$ cat src/rtl/alu_flags_stage.sv
// ============================================================================
//  Module   : alu_flags_stage
//  Purpose  : Registered result/NZCV output stage behind the adder/subtractor.
//             It has a 2-entry skid buffer, so in_ready_o is registered.
//  Options  : ALU_STICKY_OVF_EN adds a sticky overflow flag (sticky_v_o/clr_sticky_i)
//  Revision : 1.0  initial release
// ============================================================================
`default_nettype none

module alu_flags_stage #(
  parameter int W = 32
) (
  input  logic         clk,
  input  logic         rst,
  input  logic         in_valid_i,
  output logic         in_ready_o,
  input  logic         in_op_i,
  input  logic         in_a_msb_i,
  input  logic         in_b_msb_i,
  input  logic [W-1:0] in_r_i,
  input  logic         in_carry_i,
  output logic         out_valid_o,
  input  logic         out_ready_i,
  output logic [W-1:0] out_r_o,
  output logic [3:0]   out_flags_o
`ifdef ALU_STICKY_OVF_EN
  ,
  output logic         sticky_v_o,
  input  logic         clr_sticky_i
`endif
);

  logic         out_valid_q, out_valid_d;
  logic [W-1:0] out_r_q, out_r_d;
  logic [3:0]   out_flags_q, out_flags_d;
  logic         skid_valid_q, skid_valid_d;
  logic [W-1:0] skid_r_q, skid_r_d;
  logic [3:0]   skid_flags_q, skid_flags_d;

  logic         w_accept;
  logic         w_n, w_z, w_v;
  logic [3:0]   w_flags;

  assign in_ready_o  = ~skid_valid_q;
  assign w_accept    = in_valid_i & in_ready_o;
  assign out_valid_o = out_valid_q;
  assign out_r_o     = out_r_q;
  assign out_flags_o = out_flags_q;

  // C is the adder's carry-out as-is; V follows the operand/result sign rule.
  assign w_n     = in_r_i[W-1];
  assign w_z     = (in_r_i == '0);
  assign w_v     = in_op_i ? ((in_a_msb_i != in_b_msb_i) && (w_n != in_a_msb_i))
                           : ((in_a_msb_i == in_b_msb_i) && (w_n != in_a_msb_i));
  assign w_flags = {w_n, w_z, in_carry_i, w_v};

  always_comb begin
    out_valid_d  = out_valid_q;
    out_r_d      = out_r_q;
    out_flags_d  = out_flags_q;
    skid_valid_d = skid_valid_q;
    skid_r_d     = skid_r_q;
    skid_flags_d = skid_flags_q;
    if (!out_valid_q || out_ready_i) begin
      if (skid_valid_q) begin
        out_valid_d  = 1'b1;
        out_r_d      = skid_r_q;
        out_flags_d  = skid_flags_q;
        skid_valid_d = 1'b0;
      end else if (w_accept) begin
        out_valid_d = 1'b1;
        out_r_d     = in_r_i;
        out_flags_d = w_flags;
      end else begin
        out_valid_d = 1'b0;
      end
    end else if (w_accept) begin
      skid_valid_d = 1'b1;
      skid_r_d     = in_r_i;
      skid_flags_d = w_flags;
    end
  end

  always_ff @(posedge clk) begin
    if (rst) begin
      out_valid_q  <= 1'b0;
      out_r_q      <= '0;
      out_flags_q  <= 4'b0000;
      skid_valid_q <= 1'b0;
      skid_r_q     <= '0;
      skid_flags_q <= 4'b0000;
    end else begin
      out_valid_q  <= out_valid_d;
      out_r_q      <= out_r_d;
      out_flags_q  <= out_flags_d;
      skid_valid_q <= skid_valid_d;
      skid_r_q     <= skid_r_d;
      skid_flags_q <= skid_flags_d;
    end
  end

  // A full skid deasserts in_ready, so skid drain and accept never coincide.
  always_ff @(posedge clk) begin
    if (!rst) begin
      assert (!(skid_valid_q && w_accept))
        else $error("skid drain coincided with accept");
    end
  end

`ifdef ALU_STICKY_OVF_EN
  logic sticky_q, sticky_d;

  // Set has priority over clear so an overflow in the clearing cycle is kept.
  assign sticky_d   = (sticky_q & ~clr_sticky_i) | (w_accept & w_v);
  assign sticky_v_o = sticky_q;

  always_ff @(posedge clk) begin
    if (rst) sticky_q <= 1'b0;
    else     sticky_q <= sticky_d;
  end
`endif

endmodule

`default_nettype wire

$ cat config.mk
export PLATFORM = sky130hd
export DESIGN_NAME = alu_flags_stage
export DESIGN_NICKNAME = d
export VERILOG_FILES = /design/src/rtl/alu_flags_stage.sv
export SDC_FILE = /design/constraint.sdc
export NUM_CORES = 1
export LEC_CHECK = 0
export ABC_CLOCK_PERIOD_IN_PS = 2270
export CORE_AREA = 2 2 80 82
export DETAILED_ROUTE_END_ITERATION = 7
export DIE_AREA = 0 0 82 84
export HOLD_SLACK_MARGIN = 0.15
export PLACE_DENSITY = 0.9
export SLEW_MARGIN = 30
export SYNTH_ARGS = -nofsm -noshare
export SYNTH_HDL_FRONTEND = slang
export SYNTH_SLANG_ARGS = --single-unit
export TNS_END_PERCENT = 100
$ cat constraint.sdc
create_clock -name clk -period 2.27 [get_ports clk]
set_input_delay 0.454 -clock clk [delete_from_list [all_inputs] [get_ports clk]]
set_output_delay 0.454 -clock clk [all_outputs]
set_load 0.05 [all_outputs]
Yosys cells after proc, flatten, opt, wreduce, memory -nomap -nowiden
Cells that the tools add are included.
{ "op_classes": {"n_eq_ne": 3, "mux": 7, "bitwise": 3, "n_reduce_logical": 9} }
{ "op_table": {"columns": ["operator", "n"], "rows": [
  ["32-bit 2-to-1 mux", 2],
  ["32-bit logical NOT", 1],
  ["4-bit 2-to-1 mux", 2],
  ["2-bit AND reduction", 2],
  ["1-bit 2-to-1 mux", 3],
  ["1-bit logical AND", 2],
  ["1-bit != test", 2],
  ["1-bit NOT", 2],
  ["2-bit nonzero test", 1],
  ["2-bit OR reduction", 1],
  ["1-bit bitwise AND", 1],
  ["1-bit equality test", 1],
  ["1-bit logical NOT", 1],
  ["1-bit logical OR", 1]
]} }
{ "word_totals": {"regBits": 74, "out_inout_bits": 38, "word_cells": 28} }

Depth between registers and ports, before layout
Gate-level depths: netlist of the first run.
{ "depth": {"word_depth": 5, "depth_mapped": 7, "depth_no_buf": 4} }

Worst setup path before layout of the first run
OpenSTA, ideal clock, no wires.
{ "synth_timing": {"path_type": "register to register", "startpoint": "register out_valid_q, in the netlist out_valid_o", "endpoint": "register skid_r_q[1]", "arrival_time_ps": 1470, "slack_ps": 728, "stages_incl_launch_ff": 7, "synth_period_minus_slack_ps": 1542, "cell_sequence": "dfxtp_1 > and2b_2 > and3_1 > buf_4 > buf_6 > nand2_1 > a21oi_1"} }
{ "synth_via": {"elab_chain_cells": 4} }
{ "synth_lines": {"columns": ["element", "line", "source"], "rows": [
  ["start, declared", "33", "logic out_valid_q, out_valid_d;"],
  ["start signal, assigned", "93", "out_valid_q <= out_valid_d;"],
  ["1-bit logical NOT", "64", "if (!out_valid_q || out_ready_i) begin"],
  ["1-bit logical OR", "64", null],
  ["1-bit NOT (no line)", null, null],
  ["2-bit AND reduction (no line)", null, null],
  ["end signal, assigned", "97", "skid_r_q <= skid_r_d;"],
  ["end, declared", "37", "logic [W-1:0] skid_r_q, skid_r_d;"]
]} }
Every way passes these cells.
A chain may end at the register's enable or synchronous reset.

Final worst setup path of the first run
{ "layout_timing": {"startpoint": "register skid_valid_q", "endpoint": "output port in_ready_o"} }
{ "layout_via": {"elab_chain_cells": 1} }
{ "layout_lines": {"columns": ["element", "line", "source"], "rows": [
  ["start, declared", "36", "logic skid_valid_q, skid_valid_d;"],
  ["start signal, assigned", "96", "skid_valid_q <= skid_valid_d;"],
  ["1-bit NOT", "44", "assign in_ready_o = ~skid_valid_q;"],
  ["end, declared", "16", "output logic in_ready_o,"]
]} }
Every way passes these cells.

==> reports/metrics.yaml, run 1 <==
timing:
  fin_crit_ns: 2.02
  whs_ns: 0.457
  rsz0062_at_grt: "no"
  fmax_mhz: 495
  final_max_slew_viol_count: 0
  slew_headroom: 0.593
  timing.final.crit_share: 0.891
  setup_viol: 0
  hold_viol_final: 0
  skew_ns: 0.00946
  setup_slack_ns: 0.249
  tightest_slew_ns: 0.610
cells_and_area:
  multi_input_area_um2: 1430
  syn_to_final_growth_pct: 33.7
  antennaDiodeCount: 0
  final_nets: 442
  ff_latch_area_um2: 1440
  fillers: 477
  drive_gt1_frac: 0.103
detailed_routing:
  vias: 2557
  avgViaCountPerCell: 5.29
  detail_route.wl_per_cell_um: 14.3
  ant_nets: 0
  drt-pass1-iter-count: 5
  wirelength_um: 6890
  drt_iter0_drc: 73
  drc: 0
setup_path:
  critical_path.startpoint_type: "register"
  end_kind: "output pin"
  worstSetupPathType: "register to output pin"
  critPathRequiredTime_ns: 1.82
  arrival_ns: 1.57
  path_max_fanout: 5
  r2r_slack_ns: 0.38
grt:
  globalRouteOverflowTotal: 0
  antenna_found_initial: 0
  grt_pass1_wl_um: 11300
  grt_max_degree: 37
  grt_pass1_vias: 2502
  grtUsageTotal: 0.212
place:
  pre_cts_slack_ns: -0.102
  gp_congestion: 0.774
  hpwl_um: 4800
  io_buffers: 77
hold_path:
  hp-class: "register to register"
power:
  pwr-share-comb: 0.203
  clock_power_share: 0.345
  power.density_nw_per_um2: 745
  vdd_drop_max_mv: 0.455
  switchingPower_uw: 840
  power_uw: 3020
  swShare: 0.278
  leakage_uw: 0.00137
  seqPwrFrac: 0.452
  p_int_uw: 2180
synth:
  async_flop_share: 0
  yosysMostFrequentCell: "dfxtp_1"
  yosys_warnings: 0
  syn_inst: 333
  synth_seq_area_share: 0.475
  synth_common_cells: "dfxtp_1, nand2_1, a21oi_1, nor2_1, mux2i_1"
  dominantRegCellSynth: "dfxtp_1"
  syn_nets: 373
  synth_edf_count: 0
  synth_top_area_cell: "dfxtp_1"
  ys_ff_latch: 72
  synthTopCellsByArea: "dfxtp_1, mux2i_1, nand2_1"
  netlist_area_um2: 3040
  ys_types: 33
  syn_avg_cell_area_um2: 9.12
  synth_top_cell_area_share: 0.475
cts:
  cts_resized: 0
  cts_root_buf: "clkbuf_8"
  htreeDepth: 3
  clkLatencyLatePin_ns: 0.33
  clk_pin_slew_ns: 0.07
  post-cts-setup-buffers: 0
  cts.path.max_buffers: 2
  cts_buffers: 9
  ctsHoldBuffers: 0
  cts_tree: "done"
  cts.sinks: 72
outcome:
  status: "completed"
floorplanning:
  core_area_um2: 6100
  rows: 29
  die_y_um: 84
  die_width_um: 82
  dieArea_um2: 6890
  start_util: 0.498
  num_io_pins: 78
flow_run:
  drv_cap: 0
flip-flops by register name (all words and copies together), names as in the netlist:
name and flops:
skid_flags_q 3, skid_r_q 32, out_valid_o 1, out_flags_o 3, skid_valid_q 1, out_r_o 32
per-stage QoR:
| stage | std cells | instance area (µm²) | setup TNS, ns | utilization |
|---|---|---|---|---|
| after floorplan | 333 | 3040 | 0 | - |
| after global placement | 468 | 3860 | 0 | 0.633 |
| after detailed placement | 468 | 3860 | -0.198 | 0.633 |
| after CTS | 483 | 4060 | 0 | 0.666 |
| after global routing | 483 | 4060 | 0 | 0.666 |
| final | 483 | 4060 | 0 | 0.666 |
final timing paths:
path,start,endpoint,depth (start not counted)
worst max-delay path,skid_valid_q$_SDFFE_PP0N_,in_ready_o,2
worst min-delay path,skid_r_q[3]$_SDFFE_PP0P_,skid_r_q[3]$_SDFFE_PP0P_,2
worst max register to register,skid_valid_q$_SDFFE_PP0N_,out_r_o[17]$_SDFFE_PP0P_,6
worst min register to register,skid_r_q[3]$_SDFFE_PP0P_,skid_r_q[3]$_SDFFE_PP0P_,2
cell usage in the layout (no fill, tap or decap), types with 3 or more instances in the layout:
cell type        instances
clkbuf_8                 9
buf_12                   5
a211oi_2                10
dfxtp_1                 71
buf_4                    3
nand2b_1                 3
a21oi_1                 35
mux2i_1                 34
nor4_2                   3
nor4_1                   5
clkdlybuf4s50_1         76
nand2_1                 66
a211oi_1                23
nor2_1                  35
power by group through the flow:
| stage | registers [µW] | logic [µW] | clock network [µW] |
|---|---|---|---|
| finish | 1370 | 614 | 1040 |
| CTS | 1370 | 618 | 1070 |
| floorplan | 1570 | 200 | 0 |
| global route | 1370 | 655 | 1120 |
| global placement | 1390 | 607 | 0 |
| detailed placement | 1390 | 616 | 0 |
cell families (layout without fill, tap and decap cells):
group | count (synthesis) | count (layout) | synth area share
simple gates | 125 | 125 | 0.186
compound gates | 73 | 73 | 0.169
flops | 72 | 72 | 0.475
mux | 34 | 34 | 0.112
buf+inv | 28 | 101 | 0.0552
xor+xnor | 1 | 1 | 0.00289
routing by layer:
layer	global-route usage	up-vias	part of all wire
met5	0	-	0
met3	0.0422	15	0.052
li1	-	1295	-
met2	0.336	68	0.48
met1	0.266	1179	0.43
met4	0.117	0	0.030
final cells by class:
type | instances | area share
timing repair buffer | 85 | 0.219
tap | 77 | 0.0237
clock inverter | 4 | 0.0173
multi-input combinational | 233 | 0.351
clock buffer | 11 | 0.0324
sequential | 72 | 0.355
inverter | 1 | 0.000925
critical path: stages (launching register included):
cell and delay [ns]:
dfxtp_2 0.32, inv_2 0.09, clkdlybuf4s50_1 0.83
No activity file was read; power rests on OpenSTA's default activity.
==> run 2, diff against run 1 <==
CAP_MARGIN = 5   (was default)
CORE_AREA = 2 2 114 116   (was 2 2 80 82)
DIE_AREA = 0 0 116 118   (was 0 0 82 84)
PLACE_DENSITY = 0.54   (was 0.9)
==> run 2 against run 1 <==
Against the previous run: fmax grew 2.5%; hold slack lost 0.0036 ns; combinational power is essentially flat; clock skew shrank 0.0031 ns; register-to-register slack gained 0.43 ns; via count shrank 1.2%; sequential share of layout area shrank 2.1 points; clock power grew 49%; die area grew 99%; clock-buffer cell count is the same.
==> reports/metrics.yaml, run 2 (synthesized netlist as in run 1, its figures left out) <==
detailed_routing:
  wirelength_um: 7690  # +12%
  drt-pass1-iter-count: 4  # -1
  detail_route.wl_per_cell_um: 13.2  # -7.7%
  ant_nets: 0  # unchanged
  vias: 2527  # -1.2%
  drt_iter0_drc: 93  # +27%
  drc: 0  # unchanged
  avgViaCountPerCell: 4.33  # -18%
grt:
  grt_pass1_vias: 2476  # -1.0%
  grt_pass1_wl_um: 12500  # +11%
  use_met3: 0.0494  # +0.00723
  grtUsageTotal: 0.119  # -0.0932
  grt_max_degree: 43  # +16%
  use_met2: 0.188  # -0.148
  met1_usage: 0.147  # -0.119
  globalRouteOverflowTotal: 0  # unchanged
  busiest_layer: "met2"
  antenna_found_initial: 0  # unchanged
place:
  hpwl_um: 5440  # +13%
  dp_cells: 568  # +21%
  gp_congestion: 0.763  # -1.5%
  placed_area_um2: 3990  # +3.3%
  io_buffers: 77  # unchanged
timing:
  rsz0062_at_grt: "no"
  whs_ns: 0.453  # -0.00363 ns
  fmax_mhz: 507  # +2.5%
  hold_viol_final: 0  # unchanged
  skew_ns: 0.00631  # -0.00315 ns
  final_max_slew_viol_count: 0  # unchanged
  setup_viol: 0  # unchanged
  timing.final.crit_share: 0.869  # -0.0217
  tightest_slew_ns: 0.548  # -0.0628 ns
  fin_crit_ns: 1.97  # -0.0493 ns
  slew_headroom: 0.634  # +0.0407
cts:
  cts_root_buf: "clkbuf_16"
  cts.path.max_buffers: 2  # unchanged
  htreeDepth: 3  # unchanged
  clk_pin_slew_ns: 0.05  # -0.02 ns
  ctsHoldBuffers: 0  # unchanged
  cts.sinks: 72  # unchanged
  cts_tree: "done"
  cts_resized: 0  # unchanged
  post-cts-setup-buffers: 0  # unchanged
  clkLatencyLatePin_ns: 0.33  # about the same
  cts_buffers: 9  # unchanged
setup_path:
  max_stage_delay_ns: 0.82  # about the same
  path_max_fanout: 3  # -2
  critPathRequiredTime_ns: 1.82  # about the same
  critical_path.startpoint_type: "register"
  crit_family: "buffers and inverters"
  end_kind: "output pin"
  arrival_ns: 1.52  # -0.05 ns
  worstSetupPathType: "register to output pin"
  critPathSlowestCell: "clkdlybuf4s50_1"
  cp_cell_sequence: "clkdlybuf4s50_1"
  path_buf_inv: 1  # -1
power:
  power_uw: 3530  # +17%
  power.density_nw_per_um2: 818  # +9.8%
  leakage_uw: 0.00144  # +5.5%
  vdd_drop_max_mv: 0.470  # +3.3%
floorplanning:
  die_width_um: 116  # +41%
  core_area_um2: 12400  # +100%
  num_io_pins: 78  # unchanged
  start_util: 0.245  # -0.253
  dieArea_um2: 13700  # +99%
  rows: 41  # +41%
  die_y_um: 118  # +40%
cells_and_area:
  drive_gt1_frac: 0.124  # +0.0203
  finalInstanceArea_um2: 4320  # +6.4%
  final_nets: 447  # +1.1%
  syn_to_final_growth_pct: 42.3
  antennaDiodeCount: 0  # unchanged
  fin_util: 0.348  # -0.318
  final_cell_mix: "clkdlybuf4s50_1, dfxtp_1, nand2_1, nor2_1, a21oi_1"
  final_common_cell: "clkdlybuf4s50_1"
  stdcell_count: 584  # +21%
outcome:
  status: "completed"
flow_run:
  drv_cap: 0  # unchanged
hold_path:
  hp-class: "register to register"
[run 2: power by group]
group | total, µW | leakage, µW | switching (µW) | internal (µW)
Sequential | 1370 | 0.000591 | 35.2 | 1330
Clock | 1550 | 0.000165 | 530 | 1020
Combinational | 614 | 0.000687 | 375 | 239
Total | 3530 | 0.00144 | 940 | 2590
[run 2: worst register-to-register path, stage by stage, from the launching register on]
cell and delay [ns]:
dfxtp_2 0.59, nor2_4 0.11, nor2_4 0.18, buf_12 0.20, o21ai_1 0.09, a311oi_2 0.22
[run 2: metrics by stage]
stage          TNS [ns]  setup WS (ns)
2_1_floorplan         0          0.728
3_3_place_gp          0         0.0655
3_5_place_dp   -0.00266       -0.00266
4_1_cts               0          0.265
5_1_grt               0          0.237
6_report              0          0.298
[run 2: final timing paths]
check | slack [ns] | depth (start not counted) | start | end
setup reg to reg | 0.81 | 5 | skid_valid_q$_SDFFE_PP0N_ | out_flags_o[2]$_SDFFE_PP0P_
hold / removal | 0.45 | 2 | skid_r_q[31]$_SDFFE_PP0P_ | skid_r_q[31]$_SDFFE_PP0P_
hold reg to reg | 0.45 | 2 | skid_r_q[31]$_SDFFE_PP0P_ | skid_r_q[31]$_SDFFE_PP0P_
setup / recovery | 0.30 | 1 | out_valid_o$_SDFFE_PP0P_ | out_valid_o
[run 2: routing by layer]
layer,vias up,part of all wire
met4,0,0.016
li1,1308,-
met1,1148,0.47
met5,-,0
met3,13,0.053
met2,58,0.46
[run 2: area by class of cell]
| cell class | count | area [µm²] |
|---|---|---|
| inverter | 1 | 3.75 |
| multi-input combinational | 233 | 1430 |
| sequential | 72 | 1440 |
| fill | 1321 | 8100 |
| clock buffer | 11 | 253 |
| clock inverter | 5 | 78.8 |
| timing repair buffer | 90 | 898 |
| tap | 172 | 215 |
==> run 3, diff against run 2 <==
PLACE_DENSITY = default   (was 0.54)
PLACE_DENSITY_LB_ADDON = 0.05   (was default)
==> run 3 against run 2 <==
Against the previous run: wire length is 6.6% higher; clock-buffer cell count is 1 higher; clock skew hardly changed; via count is 0.20% lower; setup slack better by 0.00079 ns; sequential power hardly changed; combinational power is 0.7% higher; global-route usage is 0.50 points higher; first-iteration DRC count stayed put.
==> reports/metrics.yaml, run 3 (synthesized netlist as in run 1, its figures left out) <==
setup_path:
  critical_path.startpoint_type: "register"
  cp_num_cells: 1  # unchanged
  critPathSlowestCell: "clkdlybuf4s50_1"
  path_buf_inv: 1  # unchanged
  path_max_fanout: 3  # unchanged
  max_stage_delay_ns: 0.82  # about the same
  end_kind: "output pin"
  crit_family: "buffers and inverters"
  cp_cell_sequence: "clkdlybuf4s50_1"
  worstSetupPathType: "register to output pin"
  critPathRequiredTime_ns: 1.82  # about the same
  r2r_cells: 5  # unchanged
  arrival_ns: 1.52  # about the same
cts:
  cts.path.max_buffers: 2  # unchanged
  cts_tree: "done"
  cts_root_buf: "clkbuf_16"
  cts_buffers: 9  # unchanged
  clkLatencyLatePin_ns: 0.33  # about the same
  clk_pin_slew_ns: 0.06  # about the same
  cts_resized: 0  # unchanged
  ctsHoldBuffers: 0  # unchanged
  cts.sinks: 72  # unchanged
  post-cts-setup-buffers: 0  # unchanged
  htreeDepth: 3  # unchanged
place:
  hpwl_um: 5630  # +3.5%
  io_buffers: 77  # unchanged
  gp_congestion: 0.691  # -9.4%
  pre_cts_slack_ns: 0.0867  # +0.0893 ns
timing:
  slew_headroom: 0.638  # +0.00448
  setup_viol: 0  # unchanged
  fmax_mhz: 507  # about the same
  timing.final.crit_share: 0.868  # about the same
  fin_crit_ns: 1.97  # -0.000785 ns
  setup_slack_ns: 0.299  # +0.000785 ns
  hold_viol_final: 0  # unchanged
  final_max_slew_viol_count: 0  # unchanged
  whs_ns: 0.432  # -0.0211 ns
  tightest_slew_ns: 0.541  # -0.00669 ns
  rsz0062_at_grt: "no"
  skew_ns: 0.00680  # +0.000491 ns
  fin_tns_setup_ns: 0  # unchanged
grt:
  grt_pass1_wl_um: 13100  # +5.0%
  globalRouteOverflowTotal: 0  # unchanged
  grt_pass1_vias: 2464  # -0.48%
  grtUsageTotal: 0.124  # +0.00497
  grt_max_degree: 44  # +2.3%
  antenna_found_initial: 0  # unchanged
detailed_routing:
  dr_wl_met3_um: 293  # -28%
  wirelength_um: 8190  # +6.6%
  top_layer: "met4"
  vias: 2522  # -0.20%
  avgViaCountPerCell: 4.33  # about the same
  wl_met1_um: 3910  # +8.9%
  ant_nets: 0  # unchanged
  wl_met2_um: 3870  # +8.7%
  drt_iter0_drc: 93  # unchanged
  drt-pass1-iter-count: 4  # unchanged
  detail_route.wl_per_cell_um: 14.0  # +6.7%
  drc: 0  # unchanged
outcome:
  status: "completed"
cells_and_area:
  final_cell_mix: "clkdlybuf4s50_1, dfxtp_1, nand2_1, nor2_1, a21oi_1"
  final_nets: 446  # -0.22%
  final_common_cell: "clkdlybuf4s50_1"
  fin_util: 0.349  # +0.00121
  syn_to_final_growth_pct: 42.7
  antennaDiodeCount: 0  # unchanged
  drive_gt1_frac: 0.122  # -0.00213
hold_path:
  hp-class: "primary input to register"
  worstHoldPathCells: 2  # unchanged
flow_run:
  drv_cap: 0  # unchanged
floorplanning:
  num_io_pins: 78  # unchanged
  rows: 41  # unchanged
  die_y_um: 118  # unchanged
  core_area_um2: 12400  # unchanged
  die_width_um: 116  # unchanged
  dieArea_um2: 13700  # unchanged
  start_util: 0.245  # unchanged
power:
  leakage_uw: 0.00144  # -0.37%
  power.density_nw_per_um2: 827  # +1.1%
  vdd_drop_max_mv: 0.331  # -30%
-- run 3: changes by cell type in the layout (fill, tap and decap cells not counted) --
cell / previous run / this run
clkinv_2: 2 / 0
clkinv_4: 1 / 0
clkbuf_8: 2 / 3
clkinvlp_4: 0 / 2
buf_12: 3 / 4
buf_4: 11 / 9
-- run 3: path summary, 6_finish.rpt --
check             slack (ns)                      start                     endpoint
hold / removal          0.43                        rst  out_flags_o[2]$_SDFFE_PP0P_
setup reg to reg        0.77  skid_valid_q$_SDFFE_PP0N_  out_flags_o[2]$_SDFFE_PP0P_
hold reg to reg         0.45  skid_r_q[22]$_SDFFE_PP0P_    skid_r_q[22]$_SDFFE_PP0P_
setup / recovery        0.30   out_r_o[31]$_SDFFE_PP0P_                  out_r_o[31]
-- run 3: report_power, final --
part           leakage, µW  total, µW  switching [µW]  internal, µW
Clock             0.000161       1600             544          1050
Sequential        0.000591       1370            35.6          1330
Combinational     0.000686        618             377           241
Total              0.00144       3580             956          2630
-- run 3: per-layer routing --
layer	vias to the layer above	track usage
li1	1306	-
met3	9	0.0232
met4	0	0.0491
met2	49	0.198
met5	-	0
met1	1158	0.164
-- run 3: final cells by class --
| cell class | instances | area (µm²) |
|---|---|---|
| well taps | 172 | 215 |
| clock buffers | 12 | 267 |
| clock inverters | 4 | 75.1 |
| flip-flops and latches | 72 | 1440 |
| fillers | 1345 | 8080 |
| inverters | 1 | 3.75 |
| repair buffers | 89 | 903 |
| multi-input cells | 233 | 1430 |
-- run 3: metrics by stage --
step           instance area [µm²]  std cells  power (µW)
2_1_floorplan                 3040        333        1770
3_3_place_gp                  3990        567        2020
3_5_place_dp                  3990        567        2030
4_1_cts                       4330        583        3640
5_1_grt                       4330        583        3740
6_report                      4330        583        3580
